File: config.mk
export PLATFORM = sky130hd
export DESIGN_NAME = v35_intc
export DESIGN_NICKNAME = d
export VERILOG_FILES = /design/src/rtl/v35_intc.sv
export SDC_FILE = /design/constraint.sdc
export NUM_CORES = 1
export LEC_CHECK = 0
export BUFFER_PORTS_ARGS = -buffer_cell sky130_fd_sc_hd__buf_2
export CORE_ASPECT_RATIO = 1.75
export CORE_MARGIN = 2
export CORE_UTILIZATION = 50
export CTS_CLUSTER_DIAMETER = 150
export DETAILED_ROUTE_END_ITERATION = 10
export GPL_TIMING_DRIVEN = 0
export PLACE_DENSITY = 0.75
export RECOVER_POWER = 25
export SLEW_MARGIN = 40
export SYNTH_ARGS = -nofsm -noshare
export SYNTH_HDL_FRONTEND = slang
export SYNTH_SLANG_ARGS = --single-unit
File: constraint.sdc
create_clock -name clk -period 3.2 [get_ports clk]
set_input_delay 0.32 -clock clk [delete_from_list [all_inputs] [get_ports clk]]
set_output_delay 0.32 -clock clk [all_outputs]
set_load 0.01 [all_outputs]
File: src/rtl/v35_intc.sv
// v35_intc: maskable, vectored interrupt controller for the V35-family CPU
// wrappers. NUM_CH request lines, each with an IC register (IF, MK, PR),
// per-channel edge/level selection (LMR) and polarity (ESR). ISPR tracks
// in-service priority levels so that nesting is correct. One request at a
// time is offered to the core through the irq_req/irq_ack/irq_fini handshake.
//
// Ports:
//   clk, reset     clock, synchronous active-high reset
//   ce_cycle       interrupt logic advances only when high
//   irq_in         raw request inputs, one per channel
//   reg_wr/reg_rd  SFR write / read strobes (act on every clk)
//   reg_addr       SFR offset
//   reg_din        write data
//   reg_dout       registered read data (valid the clk after reg_rd)
//   irq_req        request to the core
//   irq_vec        vector number, valid while irq_req=1
//   irq_ack        core acknowledge, one ce_cycle pulse
//   irq_fini       core end-of-interrupt (RETI), one ce_cycle pulse
module v35_intc #(
   parameter int         NUM_CH   = 3,
   parameter int         VEC_BASE = 24,
   parameter logic [7:0] IC_BASE  = 8'h4c
) (
   input  logic              clk,
   input  logic              reset,
   input  logic              ce_cycle,
   input  logic [NUM_CH-1:0] irq_in,
   input  logic              reg_wr,
   input  logic              reg_rd,
   input  logic [7:0]        reg_addr,
   input  logic [7:0]        reg_din,
   output logic [7:0]        reg_dout,
   output logic              irq_req,
   output logic [7:0]        irq_vec,
   input  logic              irq_ack,
   input  logic              irq_fini
);

   localparam logic [7:0] ESR_ADDR  = 8'h40;
   localparam logic [7:0] LMR_ADDR  = 8'h41;
   localparam logic [7:0] ISPR_ADDR = 8'hfc;

   logic [NUM_CH-1:0]       if_q, if_d, mk_q, mk_d;
   logic [NUM_CH-1:0][2:0]  pr_q, pr_d;
   logic [NUM_CH-1:0]       esr_q, esr_d, lmr_q, lmr_d, prev_q, prev_d;
   logic [7:0]              ispr_q, ispr_d;
   logic                    req_q, req_d;
   logic [7:0]              vec_q, vec_d, dout_q, dout_d;
   logic [2:0]              ch_q, ch_d, lpr_q, lpr_d;

   // Arbitration result
   logic                    found, elig;
   logic [2:0]              best_ch, best_pr;
   logic [7:0]              pmask, rdata;

   // IC bits 5:3 are not stored
   logic                    unused_din;
   assign unused_din = ^reg_din[5:3];

   // Lowest PR wins; strict '<' keeps the lowest index on ties.
   always_comb begin
      found   = 1'b0;
      best_ch = 3'd0;
      best_pr = 3'd7;
      for (int n = 0; n < NUM_CH; n++) begin
         if (if_q[n] && !mk_q[n] && (!found || pr_q[n] < best_pr)) begin
            found   = 1'b1;
            best_ch = 3'(n);
            best_pr = pr_q[n];
         end
      end
      // Winner must be strictly higher than every level in service
      pmask = 8'h00;
      for (int i = 0; i < 8; i++)
         if (3'(i) <= best_pr) pmask[i] = 1'b1;
      elig = ((ispr_q & pmask) == 8'h00);
   end

   // Read mux (current register contents)
   always_comb begin
      rdata = 8'h00;
      if (reg_addr == ESR_ADDR)  rdata[NUM_CH-1:0] = esr_q;
      if (reg_addr == LMR_ADDR)  rdata[NUM_CH-1:0] = lmr_q;
      if (reg_addr == ISPR_ADDR) rdata = ispr_q;
      for (int n = 0; n < NUM_CH; n++)
         if (reg_addr == 8'(int'(IC_BASE) + n))
            rdata = {if_q[n], mk_q[n], 3'b000, pr_q[n]};
   end

   always_comb begin
      if_d   = if_q;
      mk_d   = mk_q;
      pr_d   = pr_q;
      esr_d  = esr_q;
      lmr_d  = lmr_q;
      prev_d = prev_q;
      ispr_d = ispr_q;
      req_d  = req_q;
      vec_d  = vec_q;
      ch_d   = ch_q;
      lpr_d  = lpr_q;
      dout_d = dout_q;

      if (reg_wr) begin
         if (reg_addr == ESR_ADDR) esr_d = reg_din[NUM_CH-1:0];
         if (reg_addr == LMR_ADDR) lmr_d = reg_din[NUM_CH-1:0];
         for (int n = 0; n < NUM_CH; n++) begin
            if (reg_addr == 8'(int'(IC_BASE) + n)) begin
               if_d[n] = reg_din[7];
               mk_d[n] = reg_din[6];
               pr_d[n] = reg_din[2:0];
            end
         end
      end else if (reg_rd) begin
         dout_d = rdata;
      end

      if (ce_cycle) begin
         prev_d = irq_in;
         // Hardware updates come after the register write so they win
         for (int n = 0; n < NUM_CH; n++) begin
            if (lmr_q[n]) begin
               if_d[n] = (irq_in[n] == esr_q[n]);
            end else begin
               if (req_q && irq_ack && ch_q == 3'(n)) if_d[n] = 1'b0;
               if (irq_in[n] != prev_q[n] && irq_in[n] == esr_q[n])
                  if_d[n] = 1'b1;
            end
         end

         // x & (x-1) drops the lowest set bit; zero stays zero
         if (irq_fini) ispr_d = ispr_q & (ispr_q - 8'd1);

         if (req_q) begin
            if (irq_ack) begin
               req_d         = 1'b0;
               ispr_d[lpr_q] = 1'b1;
            end
         end else if (found && elig) begin
            req_d = 1'b1;
            vec_d = 8'(VEC_BASE) + {5'd0, best_ch};
            ch_d  = best_ch;
            lpr_d = best_pr;
         end
      end
   end

   always_ff @(posedge clk) begin
      if (reset) begin
         if_q   <= '0;
         mk_q   <= '1;
         pr_q   <= {NUM_CH{3'd7}};
         esr_q  <= '0;
         lmr_q  <= '0;
         prev_q <= '0;
         ispr_q <= 8'h00;
         req_q  <= 1'b0;
         vec_q  <= 8'h00;
         ch_q   <= 3'd0;
         lpr_q  <= 3'd0;
         dout_q <= 8'h00;
      end else begin
         if_q   <= if_d;
         mk_q   <= mk_d;
         pr_q   <= pr_d;
         esr_q  <= esr_d;
         lmr_q  <= lmr_d;
         prev_q <= prev_d;
         ispr_q <= ispr_d;
         req_q  <= req_d;
         vec_q  <= vec_d;
         ch_q   <= ch_d;
         lpr_q  <= lpr_d;
         dout_q <= dout_d;
      end
   end

   assign reg_dout = dout_q;
   assign irq_req  = req_q;
   assign irq_vec  = vec_q;

endmodule

* Word-level counts from Yosys, hierarchy flattened *
Cells that the tools add are included.
Widths: inputs -> output; s select.

cells by class
  add/subtract/negate cells = 2
  multiply operators = 0
  divide/modulo/power cells = 0
  magnitude comparators = 12
  equality and inequality tests = 14
  shifts and indexed selects = 0
  muxes and demuxes = 45
  bitwise logic cells = 5
  reduce and logical (&&, ||, !) cells = 30

operators with widths
  operator             number
  $mux 8               8
  $eq 8x7->1 const B   5
  $mux 1               28
  $mux 3               8
  $and 8x8->8          2
  $logic_and 1x1->1    14
  $le 3x3->1 const A   4
  $reduce_and 2->1     6
  $eq 8x8->1 const B   1
  $logic_not 8->1      1
  $or 8x8->8           1
  $sub 8x1->8 const B  1
  $add 5x3->6 const A  1
  $le 1x3->1 const A   2
  $le 2x3->1 const A   2
  $lt 3x3->1           2
  $logic_not 1->1      5
  $lt 3x4->1 const B   1
  $demux 1 s3          1
  $eq 1x1->1           3
  $eq 3x1->1 const B   1
  $eq 3x2->1 const B   1
  $ge 3x1->1 const B   1
  $logic_not 3->1      1
  other kinds (4)      8

storage, ports and cells
  flip-flop bits (word level) = 55
  bits in latches = 0
  bits in writable memories = 0
  memory bits (read-only) = 0
  input bits = 26
  output and inout port bits = 17
  logic and storage cells = 124
  memories = 0

* Longest topological paths before layout *
  depth in word-level cells = 18
  gate-level depth with buffers = 16
  gate-level depth less buffers = 15

* Worst setup path after synthesis *
No wires, ideal clock.

  path type = register to register
  start = register mk_q[0]
  end = register ch_q[0]
  library setup time = 0.116 ns
  data arrival time = 3.344 ns
  data required time = 3.084 ns
  path slack = -0.260 ns
  stages on the path, launching flop included = 17
  path buffers = 2
  clock period less this slack = 3.460 ns
  cells stage by stage = dfxtp_1 nand2b_1 buf_2 o31ai_1 mux2_1 inv_1 ha_1 o21ai_0 a22oi_1 nor2_1 a31oi_4 mux2_4 nor3_2 o31ai_4 or2_1 buf_6 a31o_1

on the way
  word-level cells in the longest chain between the ends = 17
  elaborated cells between the ends (all ways) = 38
  those cells by class = 10 x order compare; 16 x mux; 1 x bitwise; 11 x reduce/logical

RTL lines
  what                                           RTL line  source
  start: declaration                             43        logic [NUM_CH-1:0] if_q, if_d, mk_q, mk_d;
  start signal: assignment                       164       mk_q <= mk_d;
  $logic_not 1->1 *                              66        if (if_q[n] && !mk_q[n] && (!found || pr_q[n] < best_pr)) begin
  $logic_and 1x1->1 *                            66
  $mux 3 or $mux 1 (tied branches)               66
  $lt 3x3->1 or $logic_not 1->1 (tied branches)  66
  $logic_or 1x1->1                               66
  $logic_and 1x1->1                              66
  $mux 3 or $mux 1 (tied branches)               66
  $lt 3x3->1 or $logic_not 1->1 (tied branches)  66
  $logic_or 1x1->1                               66
  $logic_and 1x1->1                              66
  $mux 3                                         66
  $le 1x3->1, or another cell as far along       75        if (3'(i) <= best_pr) pmask[i] = 1'b1;
  $mux 1                                         75
  $and 8x8->8                                    76        elig = ((ispr_q & pmask) == 8'h00);
  $logic_not 8->1                                76
  $logic_and 1x1->1                              139       end else if (found && elig) begin
  $reduce_and 3->1 (no source line)              n/a
  end signal: assignment                         172       ch_q <= ch_d;
  end: declaration                               49        logic [2:0] ch_q, ch_d, lpr_q, lpr_d;

Every way passes the cells marked *; elsewhere a longest branch is shown, timed or not.
A chain may end at the register's enable or synchronous reset.

* Worst setup path in the final report *
Same ends and word-level chain as after synthesis.

==> impl_metrics.yaml <==
cells_and_area:
  n_antenna_cell: 0
  syn_to_final_growth_pct: 24.6
  finalNetCount: 400
  drive_gt1_frac: 0.252
  stdcell_count: 427
  final_area_mm2: 0.00319
  utilization: 0.646
synthesis:
  yosys_register_bits: 47
  yosys_most_used_dff: "dfxtp_1"
  synthMostInstantiatedCell: "dfxtp_1"
  top_cells_by_count_synth: "47 x dfxtp_1, 39 x nor2_1, 36 x nand3_1"
  cell_types_with_the_largest_area_share_after_synthesis: "dfxtp_1 37%, nand3_1 7.0%, mux2i_1 6.3%"
  synth_enable_flop_cells: 0
  ys_types: 51
  synthesis.area_mm2: 0.00256
  async_flop_share: 0
  avgSynthCellArea_um2: 8.07
  seq_area_frac_synth: 0.368
  yosysTopAreaCellShare: 0.368
  yosysWarningCount: 0
  synth_largest_area_cell: "dfxtp_1"
  synth_cells: 317
run:
  max-cap-violations: 0
power_and_ir_drop:
  total_power_mw: 1.15
  p_per_area_mw_per_mm2: 360
  power_report.internal_total_uw: 879
  share_seq_of_total_power: 0.520
  power_frac_comb: 0.072
  total_leakage_power_nw: 1.34
  power.net_switching_uw: 269
  netSwitchingFraction: 0.235
  power.share.clock: 0.408
  vdd_ir_drop_max_mv: 0.304
detailed_routing:
  via_count: 2575
  dr.pass1.iters: 5
  starting_drt_drc_count: 153
  via_per_inst: 6.03
  wirelength_um: 7140
  wl_per_cell_um: 16.7
  drc_viols: 0
  detail-route-antenna-nets: 0
min_path:
  hold_path_class: "in -> reg"
setup_path:
  criticalPathCategory: "reg -> reg"
  critPathRequiredTime_ps: 3410
  critical_path_arrival_ps: 3410
  timing.critical_path.fanout_max: 6
  critPathCaptureType: "flip-flop"
  cp-start-kind: "flip-flop"
placed_design:
  place_area_mm2: 0.00290
  place_congestion: 0.846
  port_buffers: 33
  hpwl_um: 5350
  place_inst: 407
floorplanning:
  design.die.area_mm2: 0.00573
  std_cell_core_area_mm2: 0.00493
  num_rows: 34
  dieWidth_um: 58.1
  chipHeight_um: 98.6
  top_level_ports: 43
  start_util: 0.519
grt:
  grt_pass1_vias: 2449
  grt_overflow_total: 0
  number_of_antenna_violations_at_the_first_check_in_global_routing: 0
  global_route.usage.total: 0.255
  grt_max_degree: 16
  grt_pass1_wl_um: 11400
clocking:
  cts_inserted_buffers: 5
  worst_setup_hold_path_clk_slew_ps: 100
  cts.root.buffer_cell: "clkbuf_8"
  cts_max_path_buffers: 2
  cts_tree: "done"
  htreeDepth: 2
  skew_pair_late_insertion_delay_ps: 300
  total_clock_sinks: 47
  post_cts_hold_buffer_count: 0
sta:
  number_of_hold_slack_violations_in_the_final_timing_report: 0
  final_min_period_over_clock_period: 0.999
  setup_repair_after_global_routing_missed_its_margin: "true"
  timing.fmax_mhz: 313
  timing.final.max_slew_violations: 0
  layout_min_cycle_time_ps: 3200
  timing.hold.ws_ps: 283
  worst_pin_slew_ps: 696
  timing.final.setup_violations: 0
  fin_skew_ps: 10.7
  slew-limit-headroom: 0.534
status:
  status: "finished, final reports clean"
==> power groups by stage <==
stage	logic [mW]	registers [mW]	clock network, mW
2_1_floorplan	0.0446	0.612	0
3_3_place_gp	0.0800	0.612	0
3_5_place_dp	0.0817	0.612	0
4_1_cts	0.0829	0.598	0.471
5_1_grt	0.0904	0.598	0.484
6_report	0.0828	0.597	0.468
==> final timing paths <==
| check | start | to | slack (ps) | depth (start not counted) |
|---|---|---|---|---|
| worst max-delay path | mk_q[0]$_SDFFE_PP1P_ | ch_q[0]$_SDFFE_PP0P_ | 2 | 18 |
| worst min-delay path | irq_in[1] | prev_q[1]$_SDFFE_PP0P_ | 280 | 3 |
| worst max register to register | mk_q[0]$_SDFFE_PP1P_ | ch_q[0]$_SDFFE_PP0P_ | 2 | 18 |
| worst min register to register | reg_dout[5]$_SDFFE_PP0P_ | reg_dout[5]$_SDFFE_PP0P_ | 460 | 2 |
==> cells in the final DEF (no fill, tap or decap), types with 9 or more instances in the layout <==
cell type / Yosys / routed
dfxtp_1: 47 / 40
nor2_1: 39 / 37
nand3_1: 36 / 35
nand2_1: 34 / 34
buf_2: 1 / 21
clkbuf_1: 7 / 19
a21oi_1: 20 / 19
mux2i_1: 16 / 16
buf_4: 5 / 16
inv_1: 10 / 9
o21ai_0: 11 / 9
==> critical path, stage by stage (launching register included) <==
cell and delay (ps):
dfxtp_4 360, buf_6 110, nor3b_4 230, a21oi_2 100
o31ai_4 70, mux2_4 340, inv_2 60, ha_4 190
o21ai_2 110, a22oi_2 70, nor2_2 180, a31oi_4 60
buf_6 150, mux2i_4 210, nor3_4 250, o31ai_4 80
or2_1 230, buf_6 130, a31o_1 170
==> logic make-up (layout without fill, tap and decap cells) <==
family	count (synthesis)	in the layout	share of synthesized area
mux	21	21	0.0870
compound gates	69	69	0.193
other cells	1	4	0.00147
buf+inv	28	81	0.0518
flops	47	47	0.368
fa+ha+maj	3	3	0.0142
simple gates	148	148	0.285
==> metal layers <==
layer	global-route usage	wire (um)	part of all wire
met5	0	0	0
met4	0.104	114	0.016
met3	0.0302	343	0.048
met2	0.483	3960	0.55
met1	0.273	2720	0.38
==> sequential cells by signal, indices dropped and copies added (netlist names), 2 cells and up <==
| signal | flops |
|---|---|
| ispr_q | 8 |
| reg_dout | 8 |
| pr_q | 9 |
| esr_q | 3 |
| prev_q | 3 |
| lmr_q | 3 |
| lpr_q | 3 |
| if_q | 3 |
| irq_vec | 2 |
| mk_q | 3 |
==> stage by stage <==
step	setup WS (ps)	TNS, ps
after floorplan	4.18	0
after global placement	-209	-1350
after detailed placement	-267	-1710
after CTS	-32.7	-123
after global routing	-134	-849
final	1.77	0
==> timing repair <==
action | CTS | global route
pin swaps | 11 | 9
gates resized for setup | 17 | 5
hold endpoints to repair | 0 | 0
buffers inserted | 8 | 5
setup endpoints to repair | 7 | 7
==> cell type report <==
cell class                      count  area, um^2
Multi-Input combinational cell    245        1660
Timing Repair Buffer               46         255
Inverter                           10        37.5
Sequential cell                    47         955
Buffer                             17        90.1
Tap cell                           54        67.6
Clock buffer                        6        82.6
Clock inverter                      2        38.8
Fill cell                         444        1750
(Power assumes the default switching activity.)
